## src/rtl/shift_arb_pkg.sv

```systemverilog
// rtl/shift_arb_pkg.sv - shared types and constants for the shift arbiter
package shift_arb_pkg;

    typedef enum logic {
        EMPTY = 1'b0,
        FULL  = 1'b1
    } state_t;

    localparam logic ID0 = 1'b0;
    localparam logic ID1 = 1'b1;

    typedef struct packed {
        logic lr;
        logic al;
    } op_t;

endpackage

```

## src/rtl/shift_arb_barrel_shifter.sv

```systemverilog
// rtl/shift_arb_barrel_shifter.sv - combinational barrel shifter
// SHIFT_ARB_ROTATE_EN turns the left-arithmetic encoding into rotate-left.
module barrel_shifter
    import shift_arb_pkg::*;
#(
    parameter int W  = 8,
    parameter int SW = $clog2(W)
) (
    input  logic [W-1:0]  din,
    input  logic [SW-1:0] shamt,
    input  logic          lr,
    input  logic          al,
    output logic [W-1:0]  dout
);

    op_t op;
    assign op = '{lr: lr, al: al};

`ifdef SHIFT_ARB_ROTATE_EN
    logic [2*W-1:0] dbl;
    // Shifting a doubled copy leaves the rotated word in the upper half.
    assign dbl = {din, din} << shamt;
`endif

    always_comb begin
        dout = din >> shamt;
        if (op.lr) begin
`ifdef SHIFT_ARB_ROTATE_EN
            dout = op.al ? dbl[2*W-1:W] : (din << shamt);
`else
            dout = din << shamt;
`endif
        end else if (op.al) begin
            dout = $signed(din) >>> shamt;
        end
    end

endmodule

```

## src/rtl/shift_arb.sv

```systemverilog
// rtl/shift_arb.sv - two-requester round-robin arbiter feeding a registered shifter
// SHIFT_ARB_ROTATE_EN enables rotate-left in the shifter.
module shift_arb
    import shift_arb_pkg::*;
#(
    parameter int  W  = 8,
    localparam int SW = $clog2(W)
) (
    input  logic          clk,
    input  logic          rst,
    input  logic          req0_valid,
    output logic          req0_ready,
    input  logic [W-1:0]  req0_din,
    input  logic [SW-1:0] req0_shamt,
    input  logic          req0_lr,
    input  logic          req0_al,
    input  logic          req1_valid,
    output logic          req1_ready,
    input  logic [W-1:0]  req1_din,
    input  logic [SW-1:0] req1_shamt,
    input  logic          req1_lr,
    input  logic          req1_al,
    output logic          out_valid,
    input  logic          out_ready,
    output logic [W-1:0]  out_dout,
    output logic          out_id
);

    state_t        state, state_n;
    logic          last;
    logic          can_accept;
    logic          accept;
    logic          gnt_id;
    logic [W-1:0]  gnt_din;
    logic [SW-1:0] gnt_shamt;
    logic          gnt_lr;
    logic          gnt_al;
    logic [W-1:0]  shifted;

    always_comb begin
        can_accept = (state == EMPTY) || out_ready;
        req0_ready = 1'b0;
        req1_ready = 1'b0;
        // Requester 0 wins only when alone or when requester 1 went last.
        if (!rst && can_accept) begin
            if (req0_valid && (!req1_valid || last == ID1)) begin
                req0_ready = 1'b1;
            end else if (req1_valid) begin
                req1_ready = 1'b1;
            end
        end
        accept    = req0_ready | req1_ready;
        gnt_id    = req1_ready ? ID1 : ID0;
        gnt_din   = req1_ready ? req1_din   : req0_din;
        gnt_shamt = req1_ready ? req1_shamt : req0_shamt;
        gnt_lr    = req1_ready ? req1_lr    : req0_lr;
        gnt_al    = req1_ready ? req1_al    : req0_al;

        state_n = state;
        case (state)
            EMPTY:   if (accept) state_n = FULL;
            FULL:    if (out_ready && !accept) state_n = EMPTY;
            default: state_n = EMPTY;
        endcase
    end

    barrel_shifter #(.W(W), .SW(SW)) u_shifter (
        .din   (gnt_din),
        .shamt (gnt_shamt),
        .lr    (gnt_lr),
        .al    (gnt_al),
        .dout  (shifted)
    );

    always_ff @(posedge clk or posedge rst) begin
        if (rst) begin
            state <= EMPTY;
        end else begin
            state <= state_n;
        end
    end

    always_ff @(posedge clk or posedge rst) begin
        if (rst) begin
            last     <= ID1;
            out_dout <= '0;
            out_id   <= ID0;
        end else if (accept) begin
            last     <= gnt_id;
            out_dout <= shifted;
            out_id   <= gnt_id;
        end
    end

    assign out_valid = (state == FULL);

endmodule
```

## config.mk

```make
export PLATFORM = sky130hd
export DESIGN_NAME = shift_arb
export DESIGN_NICKNAME = d
export VERILOG_FILES = /design/src/rtl/shift_arb_pkg.sv /design/src/rtl/shift_arb_barrel_shifter.sv /design/src/rtl/shift_arb.sv
export SDC_FILE = /design/constraint.sdc
export NUM_CORES = 1
export LEC_CHECK = 0
export CAP_MARGIN = 20
export CORE_UTILIZATION = 40
export DETAILED_ROUTE_END_ITERATION = 8
export PLACE_DENSITY = 0.76
export REMOVE_ABC_BUFFERS = 1
export SETUP_SLACK_MARGIN = 0.1
export SLEW_MARGIN = 15
export SYNTH_ARGS = -nofsm -noshare
export SYNTH_HDL_FRONTEND = slang
export SYNTH_HIERARCHICAL = 1
export SYNTH_SLANG_ARGS = --single-unit
```

## constraint.sdc

```tcl
create_clock -name clk -period 2.6 [get_ports clk]
set_input_delay 0.78 -clock clk [delete_from_list [all_inputs] [get_ports clk]]
set_output_delay 0.78 -clock clk [all_outputs]
set_load 0.02 [all_outputs]
```

# Word-level counts from Yosys, hierarchy flattened
# Cells that the tools add are included.
# op_classes
addsub	0
multipliers	0
div	0
order_cmp	0
eq_ne	0
n_shift	3
n_mux	15
bitwise	2
reduce_logical	8
# ops
operator	count
$mux W8	3
$mux W1	10
$shl A8 B3 Y8	1
$shr A8 B3 Y8	1
$sshr A8 B3 Y8	1
$logic_and A1 B1 Y1	3
$logic_not A1 Y1	3
$mux W3	1
$logic_or A1 B1 Y1	2
$pmux W1 S2	1
$not A1 Y1	1
$or A1 B1 Y1	1
# word_totals
reg_bits	11
latch_bits	0
mem_bits_rw	0
romBits	0
out_inout_bits	12
wordCells	32
n_memories	0

# Depth between registers and ports, before layout
# depth
depth_word	10
ltp_mapped	11
mapped_depth_nobuf	8

# By module
# The synthesis kept the hierarchy.
# modules_own_cells
module	n_inst	cells_each	area_per_inst_um2	seq_area_each_um2
shift_arb	1	45	626.9	276.5
barrel_shifter	1	77	544.3	0.0

# Worst setup path before layout
# OpenSTA, ideal clock, no wires.
# synth_path
kind	input port to flip-flop
from	in req0_valid
to	reg out_dout[6]
t_arrival_ps	3054
t_required_ps	2475
path_slack_ps	-579
stages	9
path_buffers	3
path_cell_list	a2111oi_4 > buf_6 > mux2_2 > buf_6 > buf_4 > mux2_2 > a221oi_1 > nor2_1 > mux2_2
# synth_via
elab_chain_cells	7
# synth_rtl
item	line	text
start, declared	shift_arb.sv:11	input logic req0_valid,
$logic_and A1 B1 Y1 (*)	shift_arb.sv:46	if (req0_valid && (!req1_valid || last == ID1)) begin
$mux W1 (*)	shift_arb.sv:46	
$mux W1 (*)	shift_arb.sv:45	if (!rst && can_accept) begin
named net req1_ready	shift_arb.sv:18	output logic req1_ready,
$mux W3 (*)	shift_arb.sv:55	gnt_shamt = req1_ready ? req1_shamt : req0_shamt;
named net gnt_shamt[0]	shift_arb.sv:35	logic [SW-1:0] gnt_shamt;
$shr A8 B3 Y8 or $sshr A8 B3 Y8 (tied branches)	shift_arb_barrel_shifter.sv:26, shift_arb_barrel_shifter.sv:34	
$mux W8	shift_arb_barrel_shifter.sv:33	end else if (op.al) begin
$mux W8 (*)	shift_arb_barrel_shifter.sv:27	if (op.lr) begin
named net shifted[6]	shift_arb.sv:38	logic [W-1:0] shifted;
end signal, assigned	shift_arb.sv:90	out_dout <= shifted;
end, declared	shift_arb.sv:25	output logic [W-1:0] out_dout,
# Mark *: on every way through the listed nets, which the timed path passes. The rest lies on a longest branch.
# A chain may end at the register's enable or synchronous reset.

# Final worst setup path
# layout_path
from	in req0_valid
to	reg out_dout[3]
# layout_via
elab_chain_cells	7
# layout_rtl
item	line
$logic_and A1 B1 Y1 (*)	shift_arb.sv:46
$mux W1 (*)	shift_arb.sv:46
$mux W1 (*)	shift_arb.sv:45
$mux W3 (*)	shift_arb.sv:55
named net gnt_shamt[0]	shift_arb.sv:35
$shr A8 B3 Y8 or $sshr A8 B3 Y8 (tied branches)	shift_arb_barrel_shifter.sv:26, shift_arb_barrel_shifter.sv:34
$mux W8	shift_arb_barrel_shifter.sv:33
$mux W8 (*)	shift_arb_barrel_shifter.sv:27
named net shifted[3]	shift_arb.sv:38
# Marked as above.

==> impl_metrics.py <==
metrics = {
    "placement": {
        "hpwl_um": 2804,
        "port_buffers": 42,
        "gp_congestion": 0.8352,
        "pre_cts_ws_ns": -0.9475,
    },
    "layout": {
        "fill_cells": 201,
        "drive_gt1_share_pct": 46.97,
        "syn_to_final_growth_pct": 75.75,
        "antenna_cells": 0,
        "layout_commonest_cell": "clkdlybuf4s50_1",
        "layout_common_cells": "clkdlybuf4s50_1, buf_4, mux2_4",
        "final_nets": 230,
    },
    "timing": {
        "grt_setup_unrepaired": "true",
        "max_slew.worst_pin.slew_ns": 0.2650,
        "setup_viol": 8,
        "fin_crit_sh_pct": 104.1,
        "hold_viol": 0,
        "drv_slew": 0,
        "max_freq_mhz": 369.6,
        "tns_ns": -0.5520,
        "period_needed_ns": 2.705,
        "maxSlewHeadroom_pct": 82.05,
        "setup_slack_ns": -0.1054,
        "fin_skew_ns": 0.005253,
    },
    "synthesis": {
        "yosys_warnings": 6,
        "synth_top_cell_area_share_pct": 21.37,
        "syn_avg_cell_area_um2": 9.599,
        "synth_area_leaders": "dfrtp_1, mux2_2, mux2i_1",
        "yosysSeqAreaShare_pct": 23.61,
        "synth.distinct_cells": 40,
        "synth_area_um2": 1171,
        "syn_inst": 122,
        "yosys_register_bits": 11,
        "synth_top_cell_by_area": "dfrtp_1",
    },
    "route": {
        "wirelength_um": 3743,
        "drtIter0Drc": 52,
        "first_pass_iters": 4,
        "vias_per_cell": 5.546,
        "antenna_left": 0,
        "vias": 1270,
        "post-route-drc-count": 0,
        "wl_per_cell_um": 16.34,
    },
    "floorplan": {
        "die_area_um2": 3148,
        "die_h_um": 56.11,
        "rows": 19,
        "coreArea_um2": 2758,
        "io_pins": 43,
        "die_w_um": 56.11,
        "start_util_pct": 42.47,
    },
    "critical_path": {
        "cp_slowest_cell": "mux4_2",
        "slowest_delay_ns": 0.48,
        "crit_family": "multiplexers",
        "worstPathMaxFanout": 8,
        "critPathLaunchType": "input port",
        "worstSetupEndpointType": "flip-flop",
        "criticalPathCategory": "in -> reg",
        "crit_chain": "buf_8, a2111oi_4, buf_6, mux2_4, buf_8, mux2i_4, mux4_2, o21ai_2, mux2_4",
        "cp_num_buf_inv": 3,
        "required_ns": 2.81,
        "crit_arrival_ns": 2.92,
    },
    "clock_tree": {
        "clk_pin_slew_ns": 0.07,
        "cts_htree_levels": 1,
        "cts_tree": "yes",
        "clockBufferDepth": 2,
        "cts_made_buffers": 3,
        "root_buffer": "clkbuf_4",
        "clock_latency_ns": 0.27,
        "clock_sinks": 11,
        "cts_hold_buf": 0,
    },
    "global_route": {
        "grt_usage_pct": 25.10,
        "antenna_found_initial": 0,
        "busiest_layer": "met2",
        "grt_pass1_wl_um": 6230,
        "first_global_vias": 1314,
        "grt_use_met1_pct": 33.77,
        "grtUsageMet2_pct": 42.35,
        "grt_start_max_net_pins": 12,
        "use_met3_pct": 5.349,
        "gr-total-overflow": 0,
    },
    "status": {
        "violations": "setup timing",
        "outcome": "finished with violations",
    },
    "power_and_ir_drop": {
        "p_per_area_nw_per_um2": 469.0,
        "ir_drop_mv": 0.6244,
        "p_leak_nw": 0.9088,
    },
    "hold_path": {
        "min_path_type": "reg -> reg",
    },
    "run": {
        "max_cap_viol_count": 0,
    },
}
==> metal layers <==
layer | up-vias | wire (um)
met4 | 0 | 0
met3 | 0 | 204
li1 | 609 | -
met2 | 44 | 1904
met1 | 617 | 1635
met5 | - | 0
==> power by group <==
| part | internal (mW) | leakage, nW | switching (mW) | total (mW) |
|---|---|---|---|---|
| sequential | 0.221 | 0.133 | 0.0297 | 0.251 |
| combinational | 0.343 | 0.758 | 0.257 | 0.600 |
| clock | 0.0569 | 0.0177 | 0.0575 | 0.114 |
==> cell families after synthesis <==
kind of cell	after synthesis	synth area share [%]
AOI/OAI and AO/OA	28	18.27
DFF	11	23.61
muxes	38	36.97
and+or+nand+nor	33	15.49
buffers and inverters	12	5.661
==> path summary, 6_finish.rpt <==
| check | endpoint | depth (start not counted) | slack, ns | startpoint |
|---|---|---|---|---|
| max reg2reg | out_dout[3] | 9 | 0.04 | out_valid |
| min in group asynchronous | out_dout[6] | 4 | 0.65 | rst |
| min | out_dout[7] | 1 | 0.51 | out_dout[7] |
| max in group asynchronous | last | 4 | 1.72 | rst |
| min reg2reg | out_dout[7] | 1 | 0.51 | out_dout[7] |
| max | out_dout[3] | 9 | -0.11 | req0_valid |
==> through the flow <==
step	hold WS, ns	instance area, um^2	total power, mW	std cells	utilization [%]
after global routing	0.5223	2058	1.019	229	74.64
after detailed placement	0.4944	1812	0.7663	218	65.70
after floorplan	0.5446	1120	0.5190	114	-
final	0.5071	2058	0.9653	229	74.64
after CTS	0.5121	2002	0.9501	229	72.60
after global placement	0.4748	1812	0.7531	218	65.70
==> synth_stat cells, drive strengths merged <==
| cell | number |
|---|---|
| a2111oi | 1 |
| a211o | 1 |
| a21oi | 4 |
| a221oi | 1 |
| a2bb2oi | 1 |
| a31oi | 2 |
| and2 | 1 |
| and2b | 1 |
| buf | 4 |
| clkbuf | 4 |
| clkinv | 1 |
| dfrtp | 10 |
| dfstp | 1 |
| inv | 3 |
| mux2 | 22 |
| mux2i | 14 |
| mux4 | 2 |
| nand2 | 9 |
| nand2b | 6 |
| nand4b | 1 |
| nor2 | 6 |
| nor2b | 3 |
| nor3 | 3 |
| o211ai | 2 |
| o21a | 3 |
| o21ai | 6 |
| o221a | 1 |
| o221ai | 1 |
| o22a | 1 |
| o22ai | 2 |
| o311a | 1 |
| o311ai | 1 |
| or2 | 2 |
| or3 | 1 |
==> state kept, by name, summed over array words and instances (netlist names) <==
signal	count
out_dout	8
last	1
out_id	1
out_valid	1
==> worst reg2reg max path, delay by kind of cell (launching register included) <==
kind	cells	cell delay, ns
simple gates	1	0.14
flops	1	0.39
buf+inv	2	0.36
compound gates	2	0.43
mux	4	1.19
==> area by class of cell <==
type	count	area, um^2	share of cell area, %
clock inverter	1	5.005	0.2432
timing repair buffer	80	738.2	35.87
inverter	4	16.27	0.7903
clock buffer	3	22.52	1.094
multi-input combinational	99	960.9	46.69
sequential	11	276.5	13.43
tap	31	38.79	1.885
==> what timing repair did <==
item	CTS	global route
endpoints found under the setup margin	10	9
pin swaps	9	8
resized for setup	59	14
buffers inserted	7	0
Note: power is estimated with default switching activity, not from simulation.
